## src/rtl/mem_bus_arbiter_pkg.sv

```systemverilog
// Shared memory-map constants, FSM encodings and bus payload type for the 6502 bus arbiter.
package mem_bus_arbiter_pkg;

    localparam int unsigned ADDR_W   = 16;
    localparam int unsigned DATA_W   = 8;
    localparam int unsigned REGION_W = 2;
    localparam int unsigned HI_W     = 3;

    localparam logic [REGION_W-1:0] REG_RAM   = 2'd0;
    localparam logic [REGION_W-1:0] REG_BASIC = 2'd1;
    localparam logic [REGION_W-1:0] REG_IO    = 2'd2;
    localparam logic [REGION_W-1:0] REG_MON   = 2'd3;

    localparam logic [ADDR_W-1:0] BASE_RAM     = 16'h0000;
    localparam logic [ADDR_W-1:0] BASE_BASIC   = 16'h8000;
    localparam logic [ADDR_W-1:0] BASE_IO      = 16'hC000;
    localparam logic [ADDR_W-1:0] BASE_IO_RSVD = 16'hC300;
    localparam logic [ADDR_W-1:0] BASE_MON     = 16'hE000;

    typedef enum logic [1:0] {
        ST_IDLE   = 2'd0,
        ST_ACCESS = 2'd1,
        ST_DONE   = 2'd2
    } state_t;

    typedef struct packed {
        logic [ADDR_W-1:0] addr;
        logic              we;
        logic [DATA_W-1:0] wdata;
    } bus_req_t;

    // Region decode from the top three address bits; reserved I/O falls in REG_IO.
    function automatic logic [REGION_W-1:0] region_of(input logic [HI_W-1:0] hi);
        logic [REGION_W-1:0] r;
        r = REG_MON;
        casez (hi)
            3'b0??:  r = REG_RAM;
            3'b10?:  r = REG_BASIC;
            3'b110:  r = REG_IO;
            default: r = REG_MON;
        endcase
        return r;
    endfunction

endpackage

```

## src/rtl/mem_region_wait.sv

```systemverilog
// Combinational address-to-{region, wait count} lookup; reusable by any bus master.
module mem_region_wait
    import mem_bus_arbiter_pkg::*;
#(
    parameter int unsigned WS_RAM   = 0,
    parameter int unsigned WS_BASIC = 1,
    parameter int unsigned WS_IO    = 2,
    parameter int unsigned WS_MON   = 1,
    parameter int unsigned CNT_W    = 3
) (
    input  logic [HI_W-1:0]     i_addr_hi,
    output logic [REGION_W-1:0] o_region_c,
    output logic [CNT_W-1:0]    o_wait_c
);

    logic [REGION_W-1:0] w_region;

    always_comb begin
        w_region   = region_of(i_addr_hi);
        o_region_c = w_region;
        o_wait_c   = CNT_W'(WS_MON);
        case (w_region)
            REG_RAM:   o_wait_c = CNT_W'(WS_RAM);
            REG_BASIC: o_wait_c = CNT_W'(WS_BASIC);
            REG_IO:    o_wait_c = CNT_W'(WS_IO);
            default:   o_wait_c = CNT_W'(WS_MON);
        endcase
    end

endmodule

```

## src/rtl/mem_bus_arbiter.sv

```systemverilog
// Two-port (CPU / DMA) arbiter and wait-state sequencer for the 6502 memory/I/O bus.
// Define ARB_ROUND_ROBIN_EN for round-robin arbitration; default is fixed CPU priority.
module mem_bus_arbiter
    import mem_bus_arbiter_pkg::*;
#(
    parameter int unsigned WS_RAM   = 0,
    parameter int unsigned WS_BASIC = 1,
    parameter int unsigned WS_IO    = 2,
    parameter int unsigned WS_MON   = 1,
    parameter int unsigned CNT_W    = 3
) (
    input  logic                clk,
    input  logic                rst,
    input  logic [1:0]          req,
    input  logic [ADDR_W-1:0]   addr0,
    input  logic [ADDR_W-1:0]   addr1,
    input  logic [1:0]          we,
    input  logic [DATA_W-1:0]   wdata0,
    input  logic [DATA_W-1:0]   wdata1,
    output logic [1:0]          ack,
    output logic [DATA_W-1:0]   rdata,
    output logic                bus_en,
    output logic [ADDR_W-1:0]   bus_addr,
    output logic                bus_we,
    output logic [DATA_W-1:0]   bus_wdata,
    output logic [REGION_W-1:0] bus_region,
    input  logic [DATA_W-1:0]   bus_rdata,
    output logic                grant_id
);

    state_t              r_state, w_state_nxt;
    logic [CNT_W-1:0]    r_cnt, w_cnt_nxt;
    logic [1:0]          r_ack, w_ack_nxt;
    logic [DATA_W-1:0]   r_rdata, w_rdata_nxt;
    logic                r_bus_en, w_bus_en_nxt;
    logic [ADDR_W-1:0]   r_bus_addr, w_bus_addr_nxt;
    logic                r_bus_we, w_bus_we_nxt;
    logic [DATA_W-1:0]   r_bus_wdata, w_bus_wdata_nxt;
    logic [REGION_W-1:0] r_bus_region, w_bus_region_nxt;
    logic                r_grant_id, w_grant_id_nxt;

    logic                w_win;
    bus_req_t            w_sel;
    logic [REGION_W-1:0] w_region;
    logic [CNT_W-1:0]    w_wait;

`ifdef ARB_ROUND_ROBIN_EN
    // Pointer holds the last winner; reset to 1 so the CPU wins the first contention.
    logic r_ptr, w_ptr_nxt;

    always_comb begin
        w_win = (req == 2'b11) ? ~r_ptr : req[1];
    end

    always_comb begin
        w_ptr_nxt = r_ptr;
        if ((r_state == ST_IDLE) && (req != 2'b00)) begin
            w_ptr_nxt = w_win;
        end
    end

    always_ff @(posedge clk or posedge rst) begin
        if (rst) begin
            r_ptr <= 1'b1;
        end else begin
            r_ptr <= w_ptr_nxt;
        end
    end
`else
    always_comb begin
        w_win = ~req[0];
    end
`endif

    always_comb begin
        w_sel = w_win ? bus_req_t'{addr: addr1, we: we[1], wdata: wdata1}
                      : bus_req_t'{addr: addr0, we: we[0], wdata: wdata0};
    end

    mem_region_wait #(
        .WS_RAM   (WS_RAM),
        .WS_BASIC (WS_BASIC),
        .WS_IO    (WS_IO),
        .WS_MON   (WS_MON),
        .CNT_W    (CNT_W)
    ) u_region_wait (
        .i_addr_hi  (w_sel.addr[ADDR_W-1:ADDR_W-HI_W]),
        .o_region_c (w_region),
        .o_wait_c   (w_wait)
    );

    // Next-state and next-output logic; every output is registered below.
    always_comb begin
        w_state_nxt      = r_state;
        w_cnt_nxt        = r_cnt;
        w_ack_nxt        = 2'b00;
        w_rdata_nxt      = r_rdata;
        w_bus_en_nxt     = r_bus_en;
        w_bus_addr_nxt   = r_bus_addr;
        w_bus_we_nxt     = r_bus_we;
        w_bus_wdata_nxt  = r_bus_wdata;
        w_bus_region_nxt = r_bus_region;
        w_grant_id_nxt   = r_grant_id;

        case (r_state)
            ST_IDLE: begin
                if (req != 2'b00) begin
                    w_state_nxt      = ST_ACCESS;
                    w_bus_en_nxt     = 1'b1;
                    w_bus_addr_nxt   = w_sel.addr;
                    w_bus_we_nxt     = w_sel.we;
                    w_bus_wdata_nxt  = w_sel.wdata;
                    w_bus_region_nxt = w_region;
                    w_grant_id_nxt   = w_win;
                    w_cnt_nxt        = w_wait;
                end
            end
            ST_ACCESS: begin
                if (r_cnt != '0) begin
                    w_cnt_nxt = r_cnt - CNT_W'(1);
                end else begin
                    if (!r_bus_we) begin
                        w_rdata_nxt = bus_rdata;
                    end
                    w_bus_en_nxt = 1'b0;
                    w_bus_we_nxt = 1'b0;
                    w_ack_nxt    = r_grant_id ? 2'b10 : 2'b01;
                    w_state_nxt  = ST_DONE;
                end
            end
            ST_DONE: begin
                w_state_nxt = ST_IDLE;
            end
            default: begin
                w_state_nxt = ST_IDLE;
            end
        endcase
    end

    always_ff @(posedge clk or posedge rst) begin
        if (rst) begin
            r_state      <= ST_IDLE;
            r_cnt        <= '0;
            r_ack        <= 2'b00;
            r_rdata      <= '0;
            r_bus_en     <= 1'b0;
            r_bus_addr   <= '0;
            r_bus_we     <= 1'b0;
            r_bus_wdata  <= '0;
            r_bus_region <= REG_RAM;
            r_grant_id   <= 1'b0;
        end else begin
            r_state      <= w_state_nxt;
            r_cnt        <= w_cnt_nxt;
            r_ack        <= w_ack_nxt;
            r_rdata      <= w_rdata_nxt;
            r_bus_en     <= w_bus_en_nxt;
            r_bus_addr   <= w_bus_addr_nxt;
            r_bus_we     <= w_bus_we_nxt;
            r_bus_wdata  <= w_bus_wdata_nxt;
            r_bus_region <= w_bus_region_nxt;
            r_grant_id   <= w_grant_id_nxt;
        end
    end

    assign ack        = r_ack;
    assign rdata      = r_rdata;
    assign bus_en     = r_bus_en;
    assign bus_addr   = r_bus_addr;
    assign bus_we     = r_bus_we;
    assign bus_wdata  = r_bus_wdata;
    assign bus_region = r_bus_region;
    assign grant_id   = r_grant_id;

endmodule

```

## config.mk

```make
export PLATFORM = sky130hd
export DESIGN_NAME = mem_bus_arbiter
export DESIGN_NICKNAME = d
export VERILOG_FILES = /design/src/rtl/mem_bus_arbiter_pkg.sv /design/src/rtl/mem_region_wait.sv /design/src/rtl/mem_bus_arbiter.sv
export SDC_FILE = /design/constraint.sdc
export NUM_CORES = 1
export LEC_CHECK = 0
export CORE_ASPECT_RATIO = 1.2
export CORE_MARGIN = 2
export CORE_UTILIZATION = 40
export DETAILED_ROUTE_END_ITERATION = 7
export PLACE_DENSITY = 0.86
export SLEW_MARGIN = 20
export SYNTH_ARGS = -nofsm -noshare
export SYNTH_HDL_FRONTEND = slang
export SYNTH_HIERARCHICAL = 1
export SYNTH_SLANG_ARGS = --single-unit
```

## constraint.sdc

```tcl
create_clock -name clk -period 1.9 [get_ports clk]
set_input_delay 0.19 -clock clk [delete_from_list [all_inputs] [get_ports clk]]
set_output_delay 0.19 -clock clk [all_outputs]
set_load 0.01 [all_outputs]
```

==> run summary, run 1 <==
The total of fill cells in the finished design was 398; the number of setup buffers added after CTS was 0. Clock-pin slew was measured on the worst setup and hold paths at 0.08 ns. The share of post-route cells with drive strength above 1 was 31.8%; the final setup violation count was 0.

Static timing analysis puts the maximum clock frequency at 0.586 GHz. The die covers 5810 um2. Number of diodes: 0. The region available for standard cell placement spans 4970 um2.

The predominant post-synthesis flop cell was sky130_fd_sc_hd__dfrtp_1. In this run the register-to-register setup slack is 0.19 ns. The tools report the element type at the critical path start as a flip-flop.

The internal power of the cells totals 0.00339 W. Summing all multi-input logic gate instances after layout gives 902 um2. Setup repair after global routing left no endpoint under its margin.

Using the TritonRoute via totals, the vias-per-cell ratio works out to 4.88. After detailed placement, the design holds a cell count of 310. Global routing finished with a remaining overflow of 0. Summed over all cells, the static leakage comes to 1.39 nW.

For this design, the slowest cell found on the critical path is sky130_fd_sc_hd__mux2_2. Max-cap violations in this run came to 0. The synthesized netlist contains 31 unique library cells.

The tools report the buffer type at the clock tree root as sky130_fd_sc_hd__clkbuf_8. The post-route fraction of the period consumed by the critical path was 89.9%; the number of rows in the core area was 28. For this design, the CTS-stage hold fixing added 0 buffers. The endpoint type of the worst setup path was a flip-flop. The number of global-route vias before repair was 1670; the arrival time of the worst setup path was 1.88 ns. From left edge to right edge, the die measures 69.9 um. Synthesis produced a netlist with a net count of 213.

The number of cells on the worst reg-to-reg path is 5. Yosys printed 6 warnings. On the final layout, the worst clock skew is 0.00677 ns.

The total half-perimeter wirelength after legalization and detailed placement was 3650 um. For the final routed database, the setup TNS stands at 0 ns. Counting flops with a built-in enable in the synthesized netlist gives 0.

The kind of critical path was flip-flop to flip-flop. In this run the worst path has a maximum fanout of 8. After synthesis, the share of flip-flops with an asynchronous set or reset is 100%. The synthesized netlist occupies a cell area of 2090 um2.

For the final hold violation count, the log shows 0. The max-slew violation count was 0; the number of buffers added on ports was 100. From bottom edge to top edge, the die measures 83.1 um. In this run, post-CTS repair resized a total of 0 instances. Summing all flip-flop and latch instances after layout gives 1100 um2. Once layout is done, the placed cells without fillers occupy 3310 um2. The flow ran to the end, and the final reports show no timing, DRC or antenna violations.

After detailed placement, the total cell area comes to 3180 um2. The clock insertion delay at the later pin of the skew report was 0.28 ns; the TritonCTS sink count was 44. TritonCTS built the clock tree. The area growth from synthesis to layout works out to 58.6%.

Of the synthesized area, sequential elements account for 52.8%. Averaged over all synthesized cells, the footprint is 14.0 um2. The clock network accounts for 15.5% of the total power. The cell family contributing the most delay on the critical path is simple AND/OR/NAND/NOR gates. The detailed router finished its first iteration with 33 violations. The synthesized design contains 44 register bits. After technology mapping, the gate count stands at 149.

Power spread over the standard cell area amounts to 1460 nW/um2. Worst-case vdd ir drop: 897 uV. The pin count of the biggest net entering global routing was 21. Global-route wire length before repair: 7800 um. The logs give 0.00145 W for the switching power of the nets and 41.9% for the effective utilization at floorplan. The average wire length per cell after detail routing came out at 14.5 um.

The remaining design rule violation count came out at 0. In this run the remaining antenna-violating nets after routing total 0. The worst hold-check path type was input port to asynchronous set/reset pin. The startpoint identified for the worst register-to-register timing path is r_cnt[0]$_DFFE_PP0P_. 101 I/O pins were placed.

The logs give 4600 um for the total length of routed wires and 50.1% for the fraction of power consumed by combinational cells. The routed layout has 1553 vias. In this run, CTS created clock tree buffers numbering 5. The finished layout holds 318 standard cells, fillers aside. The first detailed-routing pass ran for 4 iterations.

The run gives 2 as the number of buffers on the longest clock path. The run gives 34.4% as the sequential power share. The H-tree generated during clock tree synthesis spans 2 levels.

The buffer and inverter count on the worst path is 1, and the fraction of power spent switching nets is 29.9%. The worst path in the final design needs a cycle of 1.71 ns, including I/O delays and setup. The number of antenna violations at the first check in global routing was 0.

The routability-driven placement congestion ratio was 0.800. At the worst endpoint, the required time is 2.07 ns. The net count of the finished layout is 321.

The critical path goes through inv_1, ha_1, nand4bb_1, nor2_2, mux2_2. The tools report the capturing point of the worst reg2reg path as rdata[0]$_DFFE_PP0P_. The largest single stage delay on the critical path is 0.39 ns. The post-layout total power was 0.00484 W. The total track usage is 16.5%.
layout make-up:
type / count / area share [%]
clock inverter: 1 / 0.908
timing repair buffer: 109 / 32.7
multi-input combinational: 91 / 27.3
sequential: 44 / 33.3
clock buffer: 7 / 2.91
inverter: 6 / 0.681
tap: 60 / 2.27
power by group through the flow:
stage                     Clock, W  Combinational, W  Sequential, W
after floorplan                  0           0.00107        0.00186
after global placement           0           0.00239        0.00167
after detailed placement         0           0.00246        0.00168
after CTS                 0.000782           0.00246        0.00167
after global routing      0.000822           0.00260        0.00172
final                     0.000753           0.00242        0.00166
cell usage in the layout, fill, tap and decap left out, drive strengths merged, types with 2 or more instances in the layout:
cell type,n
a21oi,4
buf,9
inv,6
mux2,58
ha,2
clkbuf,7
mux2i,3
dfrtp,44
and2,2
nor2,5
clkdlybuf4s50,100
how the worst max path moves through the flow:
stage | startpoint | cells after the start | end
global placement | req[0] | 5 | r_cnt[0]$_DFFE_PP0P_
global route | r_cnt[0]$_DFFE_PP0P_ | 5 | rdata[0]$_DFFE_PP0P_
finish | r_cnt[0]$_DFFE_PP0P_ | 5 | rdata[0]$_DFFE_PP0P_
CTS | r_cnt[0]$_DFFE_PP0P_ | 5 | rdata[0]$_DFFE_PP0P_
detailed placement | req[0] | 5 | bus_wdata[6]$_DFFE_PP0P_
floorplan | r_cnt[0]$_DFFE_PP0P_ | 5 | rdata[0]$_DFFE_PP0P_
metal layers:
layer	share of wire (%)	vias up	track usage (%)
met5	0	-	0
li1	-	745	-
met3	4.7	2	3.88
met2	56	45	31.0
met4	0.96	0	4.72
met1	39	761	18.2
cells in the mapped netlist (all sizes together) (2+ instances only):
master / n / area share, %
nor2: 5 / 1.5
and2: 2 / 0.66
mux2i: 3 / 1.4
inv: 6 / 1.1
mux2: 58 / 31
buf: 8 / 2.9
a21oi: 4 / 0.96
dfrtp: 44 / 53
ha: 2 / 1.2
cells by family after synthesis:
family          count (synthesis)  share of synthesized area [%]
fa+ha+maj                       2                           1.20
buf+inv                        14                           3.96
other cells                     1                          0.180
simple gates                   16                           5.16
compound gates                 11                           3.96
mux                            61                           32.8
flops                          44                           52.8
state kept, by name, indices dropped and copies added, names as in the netlist:
name and flops:
bus_wdata 8, ack 2, r_state 2, bus_region 2
bus_addr 16, bus_we 1, r_cnt 3, rdata 8
bus_en 1, grant_id 1
per-stage QoR:
stage / setup WS [ns] / util [%] / hold WS [ns]
after global routing: 0.0659 / 66.5 / 0.182
after global placement: 0.0804 / 64.0 / 0.465
after CTS: 0.167 / 66.5 / 0.162
final: 0.192 / 66.5 / 0.166
after detailed placement: 0.0664 / 64.0 / 0.476
after floorplan: 0.311 / - / 0.342
No activity file was read; power rests on OpenSTA's default activity.
==> inputs of run 2 (changes only) <==
Settings changed: HOLD_SLACK_MARGIN from default to 0.03.
==> results of run 2 <==
The final DEF is identical to that of run 1; final timing and power are the same.
==> inputs of run 3 (changes only) <==
Settings changed: CTS_CLUSTER_SIZE from default to 10.
==> results of run 3 <==
The final DEF is identical to that of run 1; final timing and power are the same.
